<file path="src/rtl/vedic_mult4_pipe.sv">
// ---------------------------------------------------------------------------
// vedic_mult4_pipe
//   Pipelined 4x4 unsigned multiplier using the Urdhva-Tiryagbhyam (vertical
//   and crosswise) decomposition. The multiplier is split into four 2x2 cells
//   whose partial products are combined by a half-adder ripple network. No
//   '*' operator is used anywhere in the datapath.
//
//   Pipeline:
//     S1  registers a, b, in_tag
//     S2  registers the four 2x2 partial products q0..q3 and the tag
//     S3  registers the 8-bit product and the tag (drives the outputs)
//
//   Handshake (both sides): a transfer happens on a rising clk edge where
//   valid && ready. The producer holds its payload stable while valid is
//   high and ready is low. Each stage advances independently through a
//   combinational ready chain, so a bubble in any stage is absorbed even while
//   the output is stalled. in_ready depends combinationally on out_ready.
//
// Ports
//   clk        in   1       rising-edge clock
//   rst_n      in   1       asynchronous active-low reset
//   in_valid   in   1       a/b/in_tag valid
//   in_ready   out  1       block accepts when in_valid && in_ready
//   a          in   4       multiplicand, unsigned
//   b          in   4       multiplier, unsigned
//   in_tag     in   TAG_W   sideband returned with the product
//   out_valid  out  1       product/out_tag valid
//   out_ready  in   1       consumer takes product when out_valid && out_ready
//   product    out  8       a*b, exact
//   out_tag    out  TAG_W   in_tag of the same transaction
//
// The file also holds the small cells the datapath is built from:
//   half_adder, vedic_mul2 (2x2 cell), ha_ripple_add (ripple adder made of
//   half adders).
// ---------------------------------------------------------------------------

// ---------------------------------------------------------------------------
// half_adder: s = a ^ b, c = a & b
// ---------------------------------------------------------------------------
module half_adder (
    input  logic a,
    input  logic b,
    output logic s,
    output logic c
);
    assign s = a ^ b;
    assign c = a & b;
endmodule

// ---------------------------------------------------------------------------
// vedic_mul2: 2x2 unsigned multiply, q = a * b (4 bits).
//   q[0] is the vertical product of the low bits; the two crosswise terms are
//   summed by one half adder, whose carry joins the vertical product of the
//   high bits in a second half adder.
// ---------------------------------------------------------------------------
module vedic_mul2 (
    input  logic [1:0] a,
    input  logic [1:0] b,
    output logic [3:0] q
);
    logic cross_lo;
    logic cross_hi;
    logic top;
    logic c_mid;

    assign q[0]     = a[0] & b[0];
    assign cross_lo = a[1] & b[0];
    assign cross_hi = a[0] & b[1];
    assign top      = a[1] & b[1];

    half_adder u_ha_mid (
        .a (cross_lo),
        .b (cross_hi),
        .s (q[1]),
        .c (c_mid)
    );

    half_adder u_ha_top (
        .a (top),
        .b (c_mid),
        .s (q[2]),
        .c (q[3])
    );
endmodule

// ---------------------------------------------------------------------------
// ha_ripple_add: W-bit ripple adder, sum = (a + b) mod 2^W (W >= 2).
//   Bit 0 is a half adder, middle bits are full adders built from two half
//   adders and an OR. The top bit only needs its sum, so its carry is never
//   formed; callers size W so that the true result always fits.
// ---------------------------------------------------------------------------
module ha_ripple_add #(
    parameter int W = 4
) (
    input  logic [W-1:0] a,
    input  logic [W-1:0] b,
    output logic [W-1:0] sum
);
    // carry[i] is the carry into bit i
    logic [W-1:1] carry;

    half_adder u_ha_bit0 (
        .a (a[0]),
        .b (b[0]),
        .s (sum[0]),
        .c (carry[1])
    );

    for (genvar i = 1; i < W - 1; i++) begin : g_fa
        logic s_ab;
        logic c_ab;
        logic c_sc;

        half_adder u_ha_ab (
            .a (a[i]),
            .b (b[i]),
            .s (s_ab),
            .c (c_ab)
        );

        half_adder u_ha_sc (
            .a (s_ab),
            .b (carry[i]),
            .s (sum[i]),
            .c (c_sc)
        );

        assign carry[i+1] = c_ab | c_sc;
    end

    assign sum[W-1] = a[W-1] ^ b[W-1] ^ carry[W-1];
endmodule

// ---------------------------------------------------------------------------
// vedic_mult4_pipe: top level
// ---------------------------------------------------------------------------
module vedic_mult4_pipe #(
    parameter int TAG_W = 4
) (
    input  logic             clk,
    input  logic             rst_n,
    input  logic             in_valid,
    output logic             in_ready,
    input  logic [3:0]       a,
    input  logic [3:0]       b,
    input  logic [TAG_W-1:0] in_tag,
    output logic             out_valid,
    input  logic             out_ready,
    output logic [7:0]       product,
    output logic [TAG_W-1:0] out_tag
);
    // ---------------- stage state ----------------
    logic             v1;
    logic [3:0]       a1;
    logic [3:0]       b1;
    logic [TAG_W-1:0] tag1;

    logic             v2;
    logic [3:0]       q0_r;
    logic [3:0]       q1_r;
    logic [3:0]       q2_r;
    logic [3:0]       q3_r;
    logic [TAG_W-1:0] tag2;

    logic             v3;
    logic [7:0]       prod3;
    logic [TAG_W-1:0] tag3;

    // ---------------- ready chain ----------------
    // A stage can load when it is empty or when its contents leave this cycle.
    logic rdy1;
    logic rdy2;
    logic rdy3;

    assign rdy3     = !v3 || out_ready;
    assign rdy2     = !v2 || rdy3;
    assign rdy1     = !v1 || rdy2;
    assign in_ready = rdy1;

    // ---------------- S1 -> S2 datapath: 2x2 cells ----------------
    // a = {ah, al}, b = {bh, bl}; a*b = al*bl + ((ah*bl + al*bh) << 2) + (ah*bh << 4)
    logic [3:0] q0_n;
    logic [3:0] q1_n;
    logic [3:0] q2_n;
    logic [3:0] q3_n;

    vedic_mul2 u_q0 (.a (a1[1:0]), .b (b1[1:0]), .q (q0_n));
    vedic_mul2 u_q1 (.a (a1[3:2]), .b (b1[1:0]), .q (q1_n));
    vedic_mul2 u_q2 (.a (a1[1:0]), .b (b1[3:2]), .q (q2_n));
    vedic_mul2 u_q3 (.a (a1[3:2]), .b (b1[3:2]), .q (q3_n));

    // ---------------- S2 -> S3 datapath: column sum ----------------
    // The low two bits of q0 pass straight through. Everything else is
    // weighted by 4, so the upper six product bits are
    //   {q3, q0[3:2]} + (q1 + q2).
    // q1 + q2 <= 18 fits in 5 bits; the upper sum <= 56 fits in 6 bits.
    logic [4:0] cross_sum;
    logic [5:0] upper_sum;
    logic [7:0] prod_n;

    ha_ripple_add #(.W(5)) u_add_cross (
        .a   ({1'b0, q1_r}),
        .b   ({1'b0, q2_r}),
        .sum (cross_sum)
    );

    ha_ripple_add #(.W(6)) u_add_upper (
        .a   ({q3_r, q0_r[3:2]}),
        .b   ({1'b0, cross_sum}),
        .sum (upper_sum)
    );

    assign prod_n = {upper_sum, q0_r[1:0]};

    // ---------------- S1 registers ----------------
    always_ff @(posedge clk or negedge rst_n) begin
        if (!rst_n) begin
            v1   <= 1'b0;
            a1   <= '0;
            b1   <= '0;
            tag1 <= '0;
        end else if (rdy1) begin
            v1   <= in_valid;
            a1   <= a;
            b1   <= b;
            tag1 <= in_tag;
        end
    end

    // ---------------- S2 registers ----------------
    always_ff @(posedge clk or negedge rst_n) begin
        if (!rst_n) begin
            v2   <= 1'b0;
            q0_r <= '0;
            q1_r <= '0;
            q2_r <= '0;
            q3_r <= '0;
            tag2 <= '0;
        end else if (rdy2) begin
            v2   <= v1;
            q0_r <= q0_n;
            q1_r <= q1_n;
            q2_r <= q2_n;
            q3_r <= q3_n;
            tag2 <= tag1;
        end
    end

    // ---------------- S3 registers ----------------
    // Held while out_valid && !out_ready, which keeps product/out_tag stable.
    always_ff @(posedge clk or negedge rst_n) begin
        if (!rst_n) begin
            v3    <= 1'b0;
            prod3 <= '0;
            tag3  <= '0;
        end else if (rdy3) begin
            v3    <= v2;
            prod3 <= prod_n;
            tag3  <= tag2;
        end
    end

    // ---------------- outputs ----------------
    assign out_valid = v3;
    assign product   = prod3;
    assign out_tag   = tag3;
endmodule

</file>
<file path="config.mk">
export PLATFORM = sky130hd
export DESIGN_NAME = vedic_mult4_pipe
export DESIGN_NICKNAME = d
export VERILOG_FILES = /design/src/rtl/vedic_mult4_pipe.sv
export SDC_FILE = /design/constraint.sdc
export NUM_CORES = 1
export LEC_CHECK = 0
export BUFFER_PORTS_ARGS = -buffer_cell sky130_fd_sc_hd__buf_2
export CAP_MARGIN = 20
export CORE_ASPECT_RATIO = 0.75
export CORE_MARGIN = 10
export CORE_UTILIZATION = 28
export CTS_CLUSTER_SIZE = 20
export DETAILED_ROUTE_END_ITERATION = 8
export HOLD_SLACK_MARGIN = 0.1
export RECOVER_POWER = 25
export SKIP_LAST_GASP = 1
export SLEW_MARGIN = 30
export SYNTH_ARGS = -nofsm -noshare
export SYNTH_HDL_FRONTEND = slang
export SYNTH_HIERARCHICAL = 1
export SYNTH_SLANG_ARGS = --single-unit
</file>
<file path="constraint.sdc">
create_clock -name clk -period 3.95 [get_ports clk]
set_input_delay 1.185 -clock clk [delete_from_list [all_inputs] [get_ports clk]]
set_output_delay 1.185 -clock clk [all_outputs]
set_load 0.05 [all_outputs]
</file>
After elaboration in Yosys (flattened, before gate mapping)
Index checks and enable logic that the tools add are counted.
{"block": "classes", "reduce_logical": 6, "bitwise_logic": 72}
{"operator": "$and A1 B1 Y1", "count": 40}
{"operator": "$xor A1 B1 Y1", "count": 25}
{"operator": "$or A1 B1 Y1", "count": 7}
{"operator": "$logic_not A1 Y1", "count": 3}
{"operator": "$logic_or A1 B1 Y1", "count": 3}
{"block": "word_totals", "wordCells": 91, "input_bits": 16, "ff_bits": 47, "output_inout_bits": 14}

Depth between registers and ports, before layout
Gate-level depths: netlist of run 1.
{"block": "logic_depth", "depth_word": 12, "mapped_depth": 13, "depth_no_buf": 13}

By module
The synthesis of run 1 kept the hierarchy.
{"mod": "vedic_mult4_pipe", "area_per_inst_um2": 1757.9, "cells_each": 102, "n_inst": 1, "seq_area_each_um2": 1176.1}
{"mod": "half_adder", "area_per_inst_um2": 12.5, "cells_each": 1, "n_inst": 24, "seq_area_each_um2": 0.0}
{"mod": "vedic_mul2", "area_per_inst_um2": 25.0, "cells_each": 4, "n_inst": 4, "seq_area_each_um2": 0.0}
{"mod": "ha_ripple_add at u_add_upper", "area_per_inst_um2": 40.0, "cells_each": 6, "n_inst": 1, "seq_area_each_um2": 0.0}
{"mod": "ha_ripple_add at u_add_cross", "area_per_inst_um2": 33.8, "cells_each": 5, "n_inst": 1, "seq_area_each_um2": 0.0}

Least setup slack after synthesis of run 1
No wires, ideal clock.
{"block": "synth_timing", "path_type": "register -> register", "start": "reg q1_r[1]", "end": "reg prod3[7] (netlist: product[7])", "path_buffers": 0, "period_less_slack_ps": 3283, "setup_ps": 125, "t_arrival_ps": 3158, "stages_incl_launch_ff": 14, "path_slack_ps": 667, "required_ps": 3825, "path_cell_list": "dfrtp_1 ha_1 ha_1 ha_1 ha_1 or2_2 ha_1 or2_2 ha_1 or2_2 ha_1 nor2_1 xnor2_1 mux2_2"}
{"block": "synth_between", "elab_chain_len": 12, "elab_cells_between_ends": 28, "classes_between": "28 x bitwise"}
{"element": "start, declared", "line_no": "160", "rtl": "logic [3:0] q1_r;"}
{"element": "start signal, assigned", "line_no": "242", "rtl": "q1_r <= q1_n;"}
{"element": "$xor A1 B1 Y1", "line_no": "46", "rtl": "assign s = a ^ b;"}
{"element": "net u_add_cross.g_fa[1].s_ab", "line_no": "110", "rtl": "logic s_ab;"}
{"element": "$xor A1 B1 Y1", "line_no": "46"}
{"element": "net cross_sum[1]", "line_no": "197", "rtl": "logic [4:0] cross_sum;"}
{"element": "$xor A1 B1 Y1", "line_no": "46"}
{"element": "net u_add_upper.g_fa[1].s_ab", "line_no": "110"}
{"element": "$and A1 B1 Y1", "line_no": "47", "rtl": "assign c = a & b;"}
{"element": "net u_add_upper.g_fa[1].c_sc", "line_no": "112", "rtl": "logic c_sc;"}
{"element": "[... 1 more ...]"}
{"element": "net u_add_upper.carry (one bit)", "line_no": "100", "rtl": "logic [W-1:1] carry;"}
{"element": "[... 1 more ...]"}
{"element": "net u_add_upper.g_fa[2].c_sc", "line_no": "112"}
{"element": "[... 1 more ...]"}
{"element": "net u_add_upper.carry (one bit)", "line_no": "100"}
{"element": "[... 1 more ...]"}
{"element": "net u_add_upper.g_fa[3].c_sc", "line_no": "112"}
{"element": "$or A1 B1 Y1", "line_no": "128", "rtl": "assign carry[i+1] = c_ab | c_sc;"}
{"element": "net u_add_upper.carry (one bit)", "line_no": "100"}
{"element": "$and A1 B1 Y1", "line_no": "47"}
{"element": "net u_add_upper.g_fa[4].c_sc", "line_no": "112"}
{"element": "$or A1 B1 Y1", "line_no": "128"}
{"element": "$xor A1 B1 Y1", "line_no": "131", "rtl": "assign sum[W-1] = a[W-1] ^ b[W-1] ^ carry[W-1];"}
{"element": "net upper_sum[5]", "line_no": "198", "rtl": "logic [5:0] upper_sum;"}
{"element": "end signal, assigned", "line_no": "258", "rtl": "prod3 <= prod_n;"}
{"element": "end, declared", "line_no": "166", "rtl": "logic [7:0] prod3;"}
The timed path passes the listed nets, and every way through them passes these cells.
A chain may end at the register's enable or synchronous reset.

Worst setup path after layout of run 1
{"block": "layout_timing", "start": "reg q1_r[1]", "end": "reg prod3[7] (netlist: product[7])"}
{"block": "layout_between", "elab_chain_len": 12, "elab_cells_between_ends": 28, "classes_between": "28 x bitwise"}
{"element": "$xor A1 B1 Y1", "line_no": "46"}
{"element": "net u_add_cross.g_fa[1].s_ab", "line_no": "110"}
{"element": "$and A1 B1 Y1", "line_no": "47"}
{"element": "net u_add_cross.g_fa[1].c_sc", "line_no": "112"}
{"element": "$or A1 B1 Y1", "line_no": "128"}
{"element": "net u_add_cross.carry (one bit)", "line_no": "100"}
{"element": "$xor A1 B1 Y1", "line_no": "46"}
{"element": "net cross_sum[2]", "line_no": "197"}
{"element": "[... 1 more ...]"}
{"element": "net u_add_upper.g_fa[2].s_ab", "line_no": "110"}
{"element": "[... 1 more ...]"}
{"element": "net u_add_upper.g_fa[2].c_sc", "line_no": "112"}
{"element": "[... 1 more ...]"}
{"element": "net u_add_upper.carry (one bit)", "line_no": "100"}
{"element": "[... 1 more ...]"}
{"element": "net u_add_upper.g_fa[3].c_sc", "line_no": "112"}
{"element": "$or A1 B1 Y1", "line_no": "128"}
{"element": "net u_add_upper.carry (one bit)", "line_no": "100"}
{"element": "$and A1 B1 Y1", "line_no": "47"}
{"element": "net u_add_upper.g_fa[4].c_sc", "line_no": "112"}
{"element": "$or A1 B1 Y1", "line_no": "128"}
{"element": "$xor A1 B1 Y1", "line_no": "131"}
{"element": "net upper_sum[5]", "line_no": "198"}
The timed path passes the listed nets, and every way through them passes these cells.

==> flow_metrics.tcl, run 1 <==
set metrics [dict create \
    required_ns 4.13 \
    wl_per_cell_um 13.5 \
    drt_iter0_markers 42 \
    place_area_mm2 0.00250 \
    slew_viol_final 48 \
    status "finished with violations" \
    die_y_um 97.3 \
    worst_ir_drop_vdd_mv 0.266 \
    synth_cell_types 14 \
    place_ws_ns 0.515 \
    switching_share_pct 34.2 \
    drive_gt1_share_pct 46.0 \
    setup_viol 0 \
    max_freq_mhz 292 \
    cp-end-kind "register" \
    routed-via-count 1221 \
    dp_hpwl_um 2920 \
    synthCells 153 \
    fin_ws_ns 0.525 \
    power_frac_clock_pct 24.7 \
    core_area_mm2 0.00781 \
    p_leak_nw 1.30 \
    synth_warnings 6 \
    cts_sinks 47 \
    fp.dieW_um 123 \
    finalClockSkew_ns 0.00742 \
    crit_type "reg -> reg" \
    crit_path_start_kind "register" \
    finalHoldViolCount 0 \
    grt_pass1_wl_um 6950 \
    cp.arrival_ns 3.61 \
    period_needed_ns 3.42 \
    yosysSeqAreaShare_pct 52.7 \
    grt_max_degree 48 \
    wl_um 3970 \
    drc 0 \
    cts_resized 0 \
    dieArea_mm2 0.0120 \
    layout.nets 228 \
    violations "max-capacitance violations, max-slew violations" \
    ios 30 \
    grt_pass1_vias 1351 \
    cts_hold_buf 0 \
    p_comb_share_pct 32.3 \
    fillers 798 \
    synth_seq_cells 47 \
    antenna_cells 0 \
    final_area_mm2 0.00261 \
    fin_setup_tns_ns 0 \
    ant_nets 0 \
    p_int_uw 958 \
    rsz0062_at_grt "no" \
    worstMarginPinSlew_ns 2.57 \
    area_delta_synth_final_pct 17.1 \
    avgSynthCellArea_um2 14.6 \
    netlist_area_mm2 0.00223 \
    gp_congestion 0.711 \
    cts.path.max_buffers 2 \
    grt_overflow 0 \
    drv_cap 1 \
    net-switching-power_uw 498 \
    powerDensity_mw_per_mm2 557 \
    multiInputGateArea_mm2 0.00104 \
    io_buffer_count 29 \
    grt_antenna_before_repair 0 \
    clkTransAtPathRegs_ns 0.09 \
    cts_tree "built" \
    ctsRootBufferMaster "clkbuf_8" \
    dr.pass1.iters 3 \
    maxSlewHeadroom_pct -71.1 \
    initial_core_util_pct 28.6 \
    vias_per_cell 4.15 \
    cts_setup_buffers 0 \
    hold_class "reg -> reg" \
    ff_latch_area_mm2 0.00118 \
    period_share_pct 86.7 \
    h-tree-depth 2 \
    seqPwrFrac_pct 43.0 \
    rows 28 \
    cp_max_fo 2 \
    grt_use_total_pct 7.21 \
    clock_latency_ns 0.29 \
    numCtsBuffers 5 \
]
[flip-flops by register name (all words and copies together), names as in the netlist]
name,count
a1,4
q3_r,4
tag1,4
out_valid,1
v1,1
out_tag,4
q0_r,4
product,8
q2_r,4
q1_r,4
v2,1
tag2,4
b1,4
[power groups by stage]
stage | logic (mW) | registers (mW) | clock network (mW)
2_1_floorplan | 0.199 | 0.790 | 0
3_3_place_gp | 0.479 | 0.634 | 0
3_5_place_dp | 0.480 | 0.639 | 0
4_1_cts | 0.483 | 0.628 | 0.376
5_1_grt | 0.521 | 0.642 | 0.404
6_report | 0.470 | 0.626 | 0.360
[cells by family after synthesis]
kind of cell / after synthesis / share of synthesized area [%]
xor+xnor: 4 / 1.57
fa+ha+maj: 24 / 13.5
simple gates: 29 / 8.74
mux: 44 / 22.2
buf+inv: 4 / 1.18
flops: 47 / 52.7
other cells: 1 / 0.168
[per-layer routing]
| layer | routed length [um] | track usage, % | vias to the layer above |
|---|---|---|---|
| met3 | 197 | 2.85 | 5 |
| met4 | 25 | 1.61 | 0 |
| met2 | 1700 | 10.2 | 21 |
| met5 | 0 | 0 | - |
| li1 | - | - | 603 |
| met1 | 2050 | 10.0 | 592 |
[critical path: stages, from the launching register on]
cell and delay, ns:
dfrtp_1 0.39, ha_1 0.30, ha_1 0.20, or2_2 0.29
ha_1 0.28, ha_1 0.28, ha_1 0.20, or2_2 0.30
ha_1 0.17, or2_2 0.29, ha_1 0.18, nor2_1 0.12
xnor2_1 0.07, mux2_2 0.26
[synthesized netlist by cell type, drive strengths merged]
library cell / number / area, um^2
nand4b: 1 / 23.8
xor2: 2 / 17.5
conb: 1 / 3.75
mux2: 44 / 495
or2: 5 / 31.3
nand3b: 1 / 7.51
dfrtp: 47 / 1180
xnor2: 2 / 17.5
and2: 16 / 100
ha: 24 / 300
buf: 4 / 26.3
nand2b: 4 / 25.0
nor2: 2 / 7.51
[cell type report]
type	count	share of cell area, %
clock buffers	6	3.16
clock inverters	2	1.34
repair buffers	30	5.79
well taps	105	5.03
multi-input cells	104	39.7
flip-flops and latches	47	45.0
[through the flow]
step | total power, mW | hold slack (ns) | utilization [%] | std cells
6_report | 1.46 | 0.504 | 33.5 | 294
4_1_cts | 1.49 | 0.511 | 33.5 | 294
2_1_floorplan | 0.989 | 0.475 | - | 155
5_1_grt | 1.57 | 0.527 | 33.5 | 294
3_3_place_gp | 1.11 | 0.485 | 32.0 | 286
3_5_place_dp | 1.12 | 0.490 | 32.0 | 286
[cells in the final DEF, fill, tap and decap left out, types with 2 or more instances in the layout]
cell       n
dfrtp_1   47
mux2_2    44
buf_2     28
ha_1      24
and2_1    16
clkbuf_8   6
or2_2      5
nand2b_1   4
conb_1     3
xor2_1     2
nor2_1     2
xnor2_1    2
[worst paths after layout]
check,start,endpoint,slack (ns),cells past startpoint
worst min register to register,tag1[1]$_DFFE_PN0P_,tag2[1]$_DFFE_PN0P_,0.50,1
worst max register to register,q1_r[1]$_DFFE_PN0P_,product[7]$_DFFE_PN0P_,0.53,13
worst max-delay path,q1_r[1]$_DFFE_PN0P_,product[7]$_DFFE_PN0P_,0.53,13
max in group asynchronous,rst_n,q3_r[3]$_DFFE_PN0P_,0.82,1
worst min-delay path,tag1[1]$_DFFE_PN0P_,tag2[1]$_DFFE_PN0P_,0.50,1
min in group asynchronous,rst_n,q0_r[1]$_DFFE_PN0P_,1.69,1
No activity file was read; power rests on OpenSTA's default activity.
==> inputs of run 2 (changes only) <==
--- a/config.mk
+++ b/config.mk
@@ -7,12 +7,15 @@
 export LEC_CHECK = 0
 export BUFFER_PORTS_ARGS = -buffer_cell sky130_fd_sc_hd__buf_2
 export CAP_MARGIN = 20
+export CELL_PAD_IN_SITES_DETAIL_PLACEMENT = 1
+export CELL_PAD_IN_SITES_GLOBAL_PLACEMENT = 1
 export CORE_ASPECT_RATIO = 0.75
 export CORE_MARGIN = 10
 export CORE_UTILIZATION = 28
 export CTS_CLUSTER_SIZE = 20
 export DETAILED_ROUTE_END_ITERATION = 8
 export HOLD_SLACK_MARGIN = 0.1
+export PLACE_DENSITY_LB_ADDON = 0.1
 export RECOVER_POWER = 25
 export SKIP_LAST_GASP = 1
 export SLEW_MARGIN = 30
==> constraint.sdc (replaced) <==
create_clock -name clk -period 3.95 [get_ports clk]
set_input_delay 0.395 -clock clk [delete_from_list [all_inputs] [get_ports clk]]
set_output_delay 0.395 -clock clk [all_outputs]
set_load 0.05 [all_outputs]
==> run 2 against run 1 <==
Compared with the run above: maximum frequency about the same; critical path type unchanged; setup slack gained 0.0029 ns; critical endpoint unchanged; register-to-register slack about the same; sequential share of layout area is 0.38 points lower; clock skew up 0.00071 ns; count of clock-buffer cells in the layout unchanged; core utilization increased by 0.29 points; first-iteration DRC count is 60% lower; total power is 4.1% higher; the flow still finishes with violations (max-capacitance violations, max-slew violations); critical path depth stayed put; flip-flop and latch count is the same.
==> flow_metrics.tcl, run 2 (same netlist as run 1, synthesis figures left out) <==
set metrics [dict create \
    crit_type "reg -> reg" \
    grt_antenna_before_repair 0 \
    vias_per_cell 4.26 \
    hold_start "in_valid" \
    required_ns 4.14 \
    cts_sinks 47 \
    layout.nets 228 \
    ant_nets 0 \
    cp.arrival_ns 3.61 \
    dr.pass1.iters 3 \
    ff_latch_area_mm2 0.00118 \
    ios 30 \
    setup_viol 0 \
    fp.dieW_um 123 \
    layout_commonest_cell "dfrtp_1" \
    rsz0062_at_grt "no" \
    maxSlewHeadroom_pct -75.0 \
    cts_resized 0 \
    rows 28 \
    dp_hpwl_um 3270 \
    area_delta_synth_final_pct 18.1 \
    crit_top_cell "ha_1" \
    p_leak_nw 1.30 \
    r2r_cells 13 \
    cts_hold_buf 0 \
    cts.path.max_buffers 2 \
    finalHoldViolCount 0 \
    final_cells 294 \
    utilization_pct 33.7 \
    cp_max_fo 2 \
    worst_ir_drop_vdd_mv 0.175 \
    grt_max_degree 48 \
    cp-end-kind "register" \
    ctsRootBufferMaster "clkbuf_8" \
    clock_latency_ns 0.30 \
    worstMarginPinSlew_ns 2.63 \
    drive_gt1_share_pct 45.5 \
    io_buffer_count 29 \
    multiInputGateArea_mm2 0.00104 \
    drc 0 \
    r2r_slack_ns 0.53 \
    initial_core_util_pct 28.6 \
    status "finished with violations" \
    routed-via-count 1252 \
    gp_congestion 0.670 \
    hold_end "v1$_DFFE_PN0P_" \
    period_needed_ns 3.42 \
    crit_path_start_kind "register" \
    dp.cells 286 \
    drv_cap 1 \
    clkTransAtPathRegs_ns 0.09 \
    grt_pass1_wl_um 7350 \
    grt_overflow 0 \
    drt_iter0_markers 17 \
    numCtsBuffers 5 \
    slowest_delay_ns 0.39 \
    finalClockSkew_ns 0.00813 \
    whs_path_depth 2 \
    core_area_mm2 0.00781 \
    crit_family "adder cells" \
    crit_chain "ha_1, ha_1, or2_2, ha_1, ha_1, ha_1, or2_2, ha_1, or2_2, ha_1, nor2_1, xnor2_1, mux2_2" \
    grt_use_total_pct 7.84 \
    h-tree-depth 2 \
    wl_per_cell_um 15.0 \
    max_freq_mhz 292 \
    crit_path_top_delay_cell "dfrtp_1" \
    period_share_pct 86.6 \
    hold_class "in -> reg" \
    cp.buffers_inverters 0 \
    powerDensity_mw_per_mm2 575 \
    total_power_mw 1.52 \
    cts_tree "built" \
    rr_endpoint "product[7]$_DFFE_PN0P_" \
    dieArea_mm2 0.0120 \
    die_y_um 97.3 \
    fillers 828 \
    fin_hold_ws_ns 0.281 \
    fin_setup_tns_ns 0 \
    antenna_cells 0 \
    wl_um 4400 \
    violations "max-capacitance violations, max-slew violations" \
    slew_viol_final 48 \
    cts_setup_buffers 0 \
    largest_reg_flops 8 \
    grt_pass1_vias 1381 \
    layout_common_cells "47 x dfrtp_1, 44 x mux2_2, 28 x buf_2" \
    worstReg2RegStart "q1_r[1]$_DFFE_PN0P_" \
]
[run 2: cell count changes in the layout (fill, tap and decap cells not counted), sizes merged]
cell / before / now
bufinv: 1 / 2
clkinv: 1 / 0
[run 2: stage by stage]
step,cell area (um^2),setup WS (ns)
5_1_grt,2640,0.354
3_3_place_gp,2490,0.540
6_report,2640,0.528
3_5_place_dp,2510,0.490
4_1_cts,2640,0.486
2_1_floorplan,2240,0.667
[run 2: final cells by class]
class                           instances  area share [%]
Multi-Input combinational cell        104            39.3
Clock buffer                            6            2.75
Sequential cell                        47            44.6
Clock inverter                          2            2.28
Timing Repair Buffer                   30            6.03
Tap cell                              105            4.98
[run 2: worst max path at each step]
stage	slack (ns)	start	cells past startpoint	endpoint
2_1_floorplan	0.67	q1_r[1]$_DFFE_PN0P_	13	product[7]$_DFFE_PN0P_
3_3_place_gp	0.54	q1_r[1]$_DFFE_PN0P_	13	product[7]$_DFFE_PN0P_
3_5_place_dp	0.49	q1_r[1]$_DFFE_PN0P_	13	product[7]$_DFFE_PN0P_
6_report	0.53	q1_r[1]$_DFFE_PN0P_	13	product[7]$_DFFE_PN0P_
4_1_cts	0.49	q1_r[1]$_DFFE_PN0P_	13	product[7]$_DFFE_PN0P_
5_1_grt	0.35	q1_r[1]$_DFFE_PN0P_	13	product[7]$_DFFE_PN0P_
[run 2: power breakdown]
group / total, mW / internal [mW] / switching (mW)
Clock: 0.416 / 0.253 / 0.163
Sequential: 0.627 / 0.574 / 0.0530
Combinational: 0.473 / 0.181 / 0.292
[run 2: per-layer routing]
metal | GRT usage [%] | routed length, um | vias up
met5 | 0 | 0 | -
met2 | 11.2 | 1970 | 19
met4 | 2.68 | 51 | 0
li1 | - | - | 601
met1 | 10.5 | 2180 | 626
met3 | 2.96 | 203 | 6
